--- src/rtl/add_round_key_stream.sv ---
// add_round_key_stream
//
// AddRoundKey stage for the AES core. It holds the expanded round keys and
// streams state blocks through with a valid/ready handshake. Each accepted
// block is XORed with the key selected by its round index. In decrypt mode the
// key order is reversed. A 2-entry output buffer keeps full throughput when
// downstream applies back-pressure.
//
// Ports
//   clk          rising-edge clock
//   reset        asynchronous, active-high reset
//   key_wr_en    write key_wr_data into slot key_wr_idx (ignored if idx >= NUM_KEYS)
//   key_wr_idx   key slot to write
//   key_wr_data  round key value
//   key_clear    invalidate all key slots; wins over key_wr_en
//   dec_mode     0: key = slot[in_round], 1: key = slot[NUM_KEYS-1-in_round]
//   in_valid     input block valid
//   in_ready     stage can accept a block (registered state only)
//   in_data      state block
//   in_round     round index of the block
//   out_valid    output block valid
//   out_ready    downstream accepts the output block
//   out_data     in_data ^ selected key (in_data unchanged on error)
//   out_round    in_round carried with the block
//   out_err      block used an invalid or out-of-range key
//   keys_loaded  every key slot holds a valid key
module add_round_key_stream #(
  parameter int DATA_LEN = 128,
  parameter int NUM_KEYS = 11,
  localparam int IDX_W = $clog2(NUM_KEYS)
) (
  input  logic                clk,
  input  logic                reset,
  input  logic                key_wr_en,
  input  logic [IDX_W-1:0]    key_wr_idx,
  input  logic [DATA_LEN-1:0] key_wr_data,
  input  logic                key_clear,
  input  logic                dec_mode,
  input  logic                in_valid,
  output logic                in_ready,
  input  logic [DATA_LEN-1:0] in_data,
  input  logic [IDX_W-1:0]    in_round,
  output logic                out_valid,
  input  logic                out_ready,
  output logic [DATA_LEN-1:0] out_data,
  output logic [IDX_W-1:0]    out_round,
  output logic                out_err,
  output logic                keys_loaded
);

  // One extra bit so the compare also works when NUM_KEYS is a power of two.
  localparam logic [IDX_W:0]   NUM_KEYS_EXT = (IDX_W + 1)'(NUM_KEYS);
  localparam logic [IDX_W-1:0] LAST_IDX     = IDX_W'(NUM_KEYS - 1);

  logic [DATA_LEN-1:0] key_mem [NUM_KEYS];
  logic [NUM_KEYS-1:0] key_valid;

  logic [DATA_LEN-1:0] buf_data  [2];
  logic [IDX_W-1:0]    buf_round [2];
  logic [1:0]          buf_err;
  logic                rd_ptr;
  logic                wr_ptr;
  logic [1:0]          count;

  logic                push;
  logic                pop;
  logic                in_range;
  logic [IDX_W-1:0]    eff_idx;
  logic [DATA_LEN-1:0] sel_key;
  logic                sel_hit;
  logic                sel_err;
  logic [DATA_LEN-1:0] blk_data;

  assign in_ready    = (count != 2'd2);
  assign out_valid   = (count != 2'd0);
  assign push        = in_valid && in_ready;
  assign pop         = out_valid && out_ready;
  assign keys_loaded = &key_valid;

  // Key selection uses the key store as it was before this edge, so a block
  // accepted together with a write to its own slot still sees the old key.
  // eff_idx may alias a real slot when in_round is out of range; in_range
  // forces the error path in that case.
  always_comb begin
    in_range = ({1'b0, in_round} < NUM_KEYS_EXT);
    eff_idx  = dec_mode ? (LAST_IDX - in_round) : in_round;
    sel_key  = '0;
    sel_hit  = 1'b0;
    for (int k = 0; k < NUM_KEYS; k++) begin
      if (eff_idx == IDX_W'(k)) begin
        sel_key = key_mem[k];
        sel_hit = key_valid[k];
      end
    end
    sel_err  = !(in_range && sel_hit);
    blk_data = sel_err ? in_data : (in_data ^ sel_key);
  end

  // Key store: clear invalidates slots but leaves key data in place.
  always_ff @(posedge clk or posedge reset) begin
    if (reset) begin
      key_valid <= '0;
      for (int k = 0; k < NUM_KEYS; k++) begin
        key_mem[k] <= '0;
      end
    end else if (key_clear) begin
      key_valid <= '0;
    end else if (key_wr_en) begin
      // Only indices that match a real slot are written; larger ones drop out.
      for (int k = 0; k < NUM_KEYS; k++) begin
        if (key_wr_idx == IDX_W'(k)) begin
          key_mem[k]   <= key_wr_data;
          key_valid[k] <= 1'b1;
        end
      end
    end
  end

  // Output buffer: 2-entry ring; the head entry drives the outputs directly,
  // so a push into an empty buffer is visible right after the edge.
  always_ff @(posedge clk or posedge reset) begin
    if (reset) begin
      rd_ptr  <= 1'b0;
      wr_ptr  <= 1'b0;
      count   <= 2'd0;
      buf_err <= 2'b00;
      for (int i = 0; i < 2; i++) begin
        buf_data[i]  <= '0;
        buf_round[i] <= '0;
      end
    end else begin
      if (push) begin
        buf_data[wr_ptr]  <= blk_data;
        buf_round[wr_ptr] <= in_round;
        buf_err[wr_ptr]   <= sel_err;
        wr_ptr            <= ~wr_ptr;
      end
      if (pop) begin
        rd_ptr <= ~rd_ptr;
      end
      case ({push, pop})
        2'b10:   count <= count + 2'd1;
        2'b01:   count <= count - 2'd1;
        default: count <= count;
      endcase
    end
  end

  assign out_data  = buf_data[rd_ptr];
  assign out_round = buf_round[rd_ptr];
  assign out_err   = buf_err[rd_ptr];

endmodule

--- config.mk ---
export PLATFORM = sky130hd
export DESIGN_NAME = add_round_key_stream
export DESIGN_NICKNAME = d
export VERILOG_FILES = /design/src/rtl/add_round_key_stream.sv
export SDC_FILE = /design/constraint.sdc
export NUM_CORES = 2
export LEC_CHECK = 0
export CORE_AREA = 2 2 513 515
export CTS_CLUSTER_SIZE = 16
export DETAILED_ROUTE_END_ITERATION = 16
export DIE_AREA = 0 0 515 517
export DONT_BUFFER_PORTS = 1
export PLACE_DENSITY = 0.4
export REMOVE_ABC_BUFFERS = 1
export SETUP_SLACK_MARGIN = 0.2
export SYNTH_ARGS = -nofsm -noshare
export SYNTH_HDL_FRONTEND = slang
export SYNTH_SLANG_ARGS = --single-unit
--- constraint.sdc ---
create_clock -name clk -period 87.5 [get_ports clk]
set_input_delay 4.375 -clock clk [delete_from_list [all_inputs] [get_ports clk]]
set_output_delay 4.375 -clock clk [all_outputs]
set_load 0.05 [all_outputs]
==> impl_metrics.env <==
export IMPL_outcome="complete, no violations"
export IMPL_drt_met1_wl_um=118000
export IMPL_holdWs_ns=0.470
export IMPL_slew_violations=0
export IMPL_finish_net_count=6513
export IMPL_peakVddDrop_mv=0.0218
export IMPL_io_pins=407
export IMPL_gp_congestion=0.716
export IMPL_finalCritPeriodShare=0.113
export IMPL_htree_levels=4
export IMPL_synth_top_flop_cell="dfrtp_1"
export IMPL_cts_made_buffers=203
export IMPL_worstPathRequired_ns=88.22
export IMPL_synth_cells=6580
export IMPL_num_rows=188
export IMPL_skew_ns=0.0581
export IMPL_clk_latency_ns=0.88
export IMPL_crit_fanout=144
export IMPL_syn_avg_cell_area_sq_um=11.9
export IMPL_cp_end_kind="register"
export IMPL_cts_tree="built"
export IMPL_grt_pass1_wl_um=388000
export IMPL_relSlewSlack=0.236
export IMPL_finalHoldViolations=0
export IMPL_routed_via_count=52300
export IMPL_hold_buffers=0
export IMPL_drt_iter0_drc=2897
export IMPL_yosysUniqueCellTypes=75
export IMPL_netlist_area_sq_mm=0.0780
export IMPL_die_h_um=517
export IMPL_fmax_mhz=101
export IMPL_start_util=0.299
export IMPL_start_kind="input pin"
export IMPL_tightest_slew_ns=1.15
export IMPL_yosysMostFrequentCell="dfrtp_1"
export IMPL_min_period_ns=9.86
export IMPL_coreArea_sq_mm=0.261
export IMPL_port_buffers=0
export IMPL_yosys_area_top_type="dfrtp_1"
export IMPL_finalPower_w=0.00251
export IMPL_wl_met2_um=126000
export IMPL_tns_ns=0
export IMPL_dpl_hpwl_um=147000
export IMPL_via_per_inst=5.32
export IMPL_rsz0062_at_grt="false"
export IMPL_yosysWarnings=0
export IMPL_dr_pass1_iters=6
export IMPL_synthToLayoutAreaGrowth_pct=12.6
export IMPL_worstPathArrival_ns=10.58
export IMPL_synth_area_leaders="dfrtp_1 54%, mux2_2 22%, clkbuf_1 2.6%"
export IMPL_cts_setup_buffers=0
export IMPL_gr_total_overflow=0
export IMPL_drc=0
export IMPL_dr_wl_met3_um=12700
export IMPL_min_path_type="reg2reg"
export IMPL_crit_type="in2reg"
export IMPL_finalWirelength_um=263000
export IMPL_synth_seq_cells=1689
export IMPL_grt_max_degree=176
export IMPL_grt_total_usage=0.196
export IMPL_synthArstFlopShare=1.00
export IMPL_setup_viol=0
export IMPL_synthTopCellsByCount="1689 x dfrtp_1, 1544 x mux2_2, 543 x clkbuf_1, 419 x nand2_1, 376 x a21oi_1"
export IMPL_grt_pass1_vias=54600
export IMPL_ant_nets=0
export IMPL_antenna_found_initial=5
export IMPL_cts_sinks=1689
export IMPL_top_layer="met5"
export IMPL_cts_buffer_depth=3
export IMPL_synth_edff_count=0
export IMPL_clk_pin_slew_worst_paths_ns=0.06
export IMPL_layout_drive_gt1_share=0.328
export IMPL_synthDominantCellAreaShare=0.542
export IMPL_cts_resized=0
export IMPL_wl_per_cell_um=26.8
export IMPL_cts_root_buf="clkbuf_16"
export IMPL_maxCapViolCount=0
export IMPL_p_leak_nw=37.8
export IMPL_ys_seq_area_frac=0.542
export IMPL_die_w_um=515
export IMPL_powerDensity_mw_per_mm2=28.5
export IMPL_die_area_sq_mm=0.266
placed cells by master, fill, tap and decap left out, drive strengths merged, types with 116 or more instances in the layout:
cell	count
dfrtp	1689
mux2	1545
nand2	420
o21ai	414
a21oi	386
clkbuf	312
nor2	299
a221oi	169
xnor2	130
buf	116
metrics by stage:
| stage | worst slack (ns) | std cells | util | area [sq um] |
|---|---|---|---|---|
| floorplan | 35.45 | 5918 | - | 75300 |
| global placement | 76.84 | 9454 | 0.310 | 80900 |
| detailed placement | 76.79 | 9454 | 0.310 | 80900 |
| CTS | 77.76 | 9828 | 0.336 | 87800 |
| global route | 77.32 | 9830 | 0.336 | 87800 |
| finish | 77.64 | 9832 | 0.336 | 87800 |
state kept, by name, summed over array words and instances (netlist names):
name,count
rd_ptr,1
buf_data,256
count,2
wr_ptr,1
key_valid,11
buf_err,2
buf_round,8
key_mem,1408
cell type report:
cell class	count	area [sq um]
inverters	66	260
flip-flops and latches	1689	42300
well taps	3420	4280
multi-input cells	4163	33100
fillers	25900	173000
repair buffers	116	946
diodes	4	10.0
clock inverters	62	886
clock buffers	312	6070
where the power goes:
part | switching (W) | internal (W) | total (W)
clock | 0.000359 | 0.000512 | 0.000871
sequential | 0.0000930 | 0.000968 | 0.00106
combinational | 0.000372 | 0.000201 | 0.000574
total | 0.000825 | 0.00168 | 0.00251
routing by layer:
layer | global-route usage | vias to the layer above
met5 | 0 | -
met4 | 0.0532 | 4
met3 | 0.0367 | 354
met2 | 0.329 | 1089
met1 | 0.256 | 27700
li1 | - | 23200
cells by family after synthesis:
| group | after synthesis | synth area share |
|---|---|---|
| AOI/OAI and AO/OA | 1545 | 0.131 |
| xor gates and xnor gates | 133 | 0.0149 |
| adders and majority gates | 3 | 0.000481 |
| buffers and inverters | 728 | 0.0374 |
| DFF | 1689 | 0.542 |
| muxes | 1546 | 0.223 |
| and+or+nand+nor | 936 | 0.0507 |
critical path, stage by stage:
cell	delay, ns
inv_1	0.11
ha_4	0.57
buf_4	0.76
buf_4	0.76
buf_4	0.81
o21a_4	0.75
buf_12	0.63
nor2_1	0.19
a221o_1	0.34
nor3_1	0.22
nor3_1	0.13
xnor2_1	0.22
o21ai_0	0.12
path summary, 6_finish.rpt:
path / start / endpoint / slack, ns / cells after the start
max: in_round[1] / buf_data[127]$_DFFE_PP0P_ / 77.64 / 13
min: buf_round[7]$_DFFE_PP0P_ / buf_round[7]$_DFFE_PP0P_ / 0.47 / 2
max reg2reg: key_valid[0]$_DFFE_PP0P_ / buf_data[168]$_DFFE_PP0P_ / 83.34 / 11
min reg2reg: buf_round[7]$_DFFE_PP0P_ / buf_round[7]$_DFFE_PP0P_ / 0.47 / 2
max in group asynchronous: reset / buf_data[81]$_DFFE_PP0P_ / 78.59 / 7
min in group asynchronous: reset / key_mem[240]$_DFFE_PP0P_ / 3.47 / 1
(Power assumes the default switching activity.)
